<file path="src/rtl/button_debouncer.sv">
// button_debouncer: four independent channels of polarity fix, two-flop synchronizer,
// stability counter and one-cycle press pulse. Revision 1.0.
`default_nettype none

module button_debouncer #(
  parameter int DEBOUNCE_CYCLES = 250000,
  parameter bit ACTIVE_LOW      = 1'b1
) (
  input  logic       clock,
  input  logic       reset,
  input  logic [3:0] buttons_raw,
  output logic       button_1,
  output logic       button_2,
  output logic       button_3,
  output logic       button_4,
  output logic [3:0] pressed
);

  localparam int             CNT_W   = $clog2(DEBOUNCE_CYCLES);
  localparam logic [CNT_W-1:0] CNT_MAX = CNT_W'(DEBOUNCE_CYCLES - 1);

  logic [3:0] level;
  logic [3:0] sync1;
  logic [3:0] sync2;
  logic [3:0] stable;
  logic [3:0] pulse;

  assign level = ACTIVE_LOW ? ~buttons_raw : buttons_raw;

  always_ff @(posedge clock) begin
    if (reset) begin
      sync1 <= 4'b0000;
      sync2 <= 4'b0000;
    end else begin
      sync1 <= level;
      sync2 <= sync1;
    end
  end

  generate
    for (genvar i = 0; i < 4; i++) begin : g_chan
      logic [CNT_W-1:0] cnt;
      logic             stable_q;
      logic             pulse_q;

      // Any cycle where sync2 agrees with the accepted level restarts qualification.
      always_ff @(posedge clock) begin
        if (reset) begin
          cnt      <= '0;
          stable_q <= 1'b0;
          pulse_q  <= 1'b0;
        end else begin
          pulse_q <= 1'b0;
          if (sync2[i] == stable_q) begin
            cnt <= '0;
          end else if (cnt == CNT_MAX) begin
            cnt      <= '0;
            stable_q <= sync2[i];
            pulse_q  <= sync2[i];
          end else begin
            cnt <= cnt + CNT_W'(1);
          end
        end
      end

      assign stable[i] = stable_q;
      assign pulse[i]  = pulse_q;
    end
  endgenerate

  assign pressed  = stable;
  assign button_1 = pulse[0];
  assign button_2 = pulse[1];
  assign button_3 = pulse[2];
  assign button_4 = pulse[3];

endmodule

`default_nettype wire

</file>
<file path="config.mk">
export PLATFORM = sky130hd
export DESIGN_NAME = button_debouncer
export DESIGN_NICKNAME = d
export VERILOG_FILES = /design/src/rtl/button_debouncer.sv
export SDC_FILE = /design/constraint.sdc
export NUM_CORES = 1
export LEC_CHECK = 0
export BUFFER_PORTS_ARGS = -buffer_cell sky130_fd_sc_hd__buf_2
export CAP_MARGIN = 20
export CORE_ASPECT_RATIO = 1.25
export CORE_MARGIN = 2
export CORE_UTILIZATION = 38
export CTS_CLUSTER_DIAMETER = 80
export DETAILED_ROUTE_END_ITERATION = 7
export PLACE_DENSITY = 0.59
export SYNTH_ARGS = -nofsm -noshare
export SYNTH_HDL_FRONTEND = slang
export SYNTH_SLANG_ARGS = --single-unit
</file>
<file path="constraint.sdc">
create_clock -name clock -period 4.7 [get_ports clock]
set_input_delay 0.94 -clock clock [delete_from_list [all_inputs] [get_ports clock]]
set_output_delay 0.94 -clock clock [all_outputs]
set_load 0.02 [all_outputs]
</file>
==> flow_metrics.py <==
metrics = {
    "run_status": {
        "outcome": "finished, final reports clean",
    },
    "cells_and_area": {
        "final_area_um2": 4330,
        "area_growth_syn_to_layout_pct": 12.6,
        "layout_commonest_cell": "dfxtp_1",
        "final_layout_size_suffix_gt1_share_pct": 7.91,
        "final_cell_mix": "dfxtp_1 (88), nor2_1 (79), xnor2_1 (52)",
        "nFillCells": 993,
        "antennaDiodeCount": 0,
        "layout.nets": 461,
    },
    "cts": {
        "cts_root_buf": "clkbuf_16",
        "h-tree-depth": 3,
        "cts.reportedPaths.clkPinSlew_ns": 0.06,
        "cts_buffers": 9,
        "hold_buffers": 0,
        "postCtsSetupBuffers": 0,
        "clock_path_buffers": 2,
        "worstSkewPairLatency_ns": 0.34,
        "cts_tree": "done",
        "ctsResizeCount": 0,
        "cts.sinks": 88,
    },
    "floorplan": {
        "rows": 41,
        "ios": 14,
        "die_h_um": 116,
        "start_util_pct": 38.6,
        "die_area_um2": 10900,
        "die_x_um": 94.0,
        "coreArea_um2": 9950,
    },
    "job": {
        "maxCapViolCount": 0,
    },
    "timing": {
        "final.setup.tns_ns": 0,
        "drv_slew": 0,
        "finalSetupViolCount": 0,
        "tightest_slew_ns": 0.664,
        "fmax_mhz": 463,
        "maxSlewHeadroom_pct": 55.7,
        "hold_viol": 0,
        "fin_crit_sh_pct": 46.0,
        "finalClockSkew_ns": 0.00533,
        "min_period_ns": 2.16,
        "whs_ns": 0.434,
        "rsz0062_at_grt": "false",
    },
    "detailed_routing": {
        "met2_length_um": 3450,
        "drc": 0,
        "via_per_inst": 5.12,
        "ant_nets": 0,
        "vias": 2990,
        "wl_met3_um": 227,
        "drt-pass1-iter-count": 4,
        "wl_met1_um": 3370,
        "wirelength_um": 7200,
        "drtIter0Drc": 112,
        "highest_layer": "met4",
        "wl_per_cell_um": 12.3,
    },
    "synthesis": {
        "ys_seq_area_share_pct": 45.8,
        "ys.warnings.count": 0,
        "synth.net_count": 448,
        "synth_largest_area_cell": "dfxtp_1",
        "avgSynthCellArea_um2": 8.78,
        "synth_area_um2": 3840,
        "synth_top_area_share_pct": 45.8,
        "ys_top_cells_by_area": "dfxtp_1 (46%), xnor2_1 (12%), nor2_1 (7.7%), nor4_1 (3.7%), nand3_1 (3.4%)",
        "synthCells": 438,
        "synthDistinctLibCells": 36,
        "synth_seq_cells": 88,
    },
    "power_and_ir_drop": {
        "power_density_nw_per_um2": 353,
        "p_leak_uw": 0.00123,
        "peakVddDrop_mv": 0.144,
        "power.total_uw": 1530,
    },
    "grt": {
        "grt_antenna_before_repair": 0,
        "grt_max_degree": 23,
        "grt-ovfl-total": 0,
        "grt_pass1_wl_um": 12400,
        "grtUsageTotal_pct": 14.1,
        "grt_pass1_vias": 2774,
    },
    "placement": {
        "numPortBuffers": 13,
        "postPlaceCellArea_um2": 4010,
        "place.gp.congestion": 0.837,
        "dp_hpwl_um": 5020,
    },
    "worst_setup_path": {
        "cp_slowest_cell": "or4_1",
        "start_kind": "flip-flop",
        "r2r-end": "g_chan[3].cnt[9]$_SDFF_PP0_",
        "cp_cell_sequence": "ha_1 -> nand3_1 -> or4_1 -> o21ai_2 -> nor2_1",
        "cp.required_ns": 4.90,
        "endpoint_kind": "flip-flop",
        "cp-endpoint": "g_chan[3].cnt[9]$_SDFF_PP0_",
        "worstRegToRegCells": 5,
        "cpPeakStageDelay_ns": 0.58,
        "crit_type": "reg -> reg",
        "arrival_ns": 2.36,
        "crit_start": "g_chan[3].cnt[0]$_SDFF_PP0_",
        "r2r_setup_slack_ns": 2.54,
        "r2r_start": "g_chan[3].cnt[0]$_SDFF_PP0_",
        "cp_max_fo": 17,
    },
    "min_path": {
        "min_path_type": "reg -> reg",
    },
}
## worst min path at each step
stage,startpoint,to,slack [ns],cells past startpoint
floorplan,sync1[0]$_SDFF_PP0_,sync2[0]$_SDFF_PP0_,0.41,1
global route,sync1[2]$_SDFF_PP0_,sync2[2]$_SDFF_PP0_,0.46,1
CTS,sync1[2]$_SDFF_PP0_,sync2[2]$_SDFF_PP0_,0.44,1
global placement,sync1[3]$_SDFF_PP0_,sync2[3]$_SDFF_PP0_,0.42,1
detailed placement,sync1[2]$_SDFF_PP0_,sync2[2]$_SDFF_PP0_,0.42,1
finish,sync1[2]$_SDFF_PP0_,sync2[2]$_SDFF_PP0_,0.43,1
## stage by stage
stage	util [%]	instances	worst slack, ns
2_1_floorplan	-	438	2.81
3_3_place_gp	40.2	568	2.44
6_report	43.5	584	2.54
3_5_place_dp	40.3	569	2.51
4_1_cts	43.5	584	2.50
5_1_grt	43.5	584	2.28
## cell usage after synthesis
master and instances:
or4_1 10, buf_2 1, nor2_1 79, o21ai_4 2
nand4_1 16, nor3_1 16, or3_1 9, and3_1 6
dfxtp_1 88, or4_4 1, o21ai_1 1, buf_4 6
o21ai_2 1, ha_1 4, nand4b_1 1, o21ai_0 7
and4_1 3, a21oi_1 12, nand2b_1 4, or2_2 1
xor2_1 6, nor3b_1 2, nor2b_1 5, clkbuf_1 5
nor4b_1 4, nand2_1 22, xnor2_1 52, o31ai_1 6
inv_1 13, or4_2 1, nor4_1 23, or4b_1 1
nand3_1 26, nand3b_1 1, or4b_4 1, mux2i_1 2
## state kept, by name, summed over array words and instances (netlist names)
signal           count
sync1                4
button_1             1
button_4             1
button_3             1
sync2                4
g_chan.stable_q      4
g_chan.cnt          72
button_2             1
## routing by layer
layer / GRT usage [%] / vias up
li1: - / 1557
met1: 17.3 / 1379
met2: 23.1 / 39
met3: 3.42 / 15
met4: 7.34 / 0
met5: 0 / -
## layout make-up
type | instances | area (µm²) | share of cell area [%]
Multi-Input combinational cell | 325 | 1970 | 45.4
Clock buffer | 10 | 239 | 5.52
Tap cell | 129 | 161 | 3.73
Clock inverter | 5 | 81.3 | 1.88
Sequential cell | 88 | 1760 | 40.7
Inverter | 13 | 48.8 | 1.13
Timing Repair Buffer | 14 | 72.6 | 1.68
## worst max-delay path, delay by kind of cell (launching register included)
| kind | cells | cell delay, ns |
|---|---|---|
| AOI/OAI and AO/OA | 1 | 0.58 |
| adders and majority gates | 1 | 0.22 |
| DFF | 1 | 0.35 |
| and+or+nand+nor | 3 | 0.86 |
## kinds of logic (layout without fill, tap and decap cells)
group,Yosys count,after routing,share of synthesized area (%)
flops,88,88,45.8
xor+xnor,58,58,13.2
mux,2,2,0.521
compound gates,29,29,4.85
buf+inv,25,42,3.06
fa+ha+maj,4,4,1.30
simple gates,232,232,31.2
## report_power, final
group	switching, µW	internal (µW)	total (µW)	leakage [µW]
clock	284	477	761	0.000155
combinational	10.6	5.74	16.3	0.000365
sequential	2.28	750	752	0.000710
Note: power is estimated with default switching activity, not from simulation.
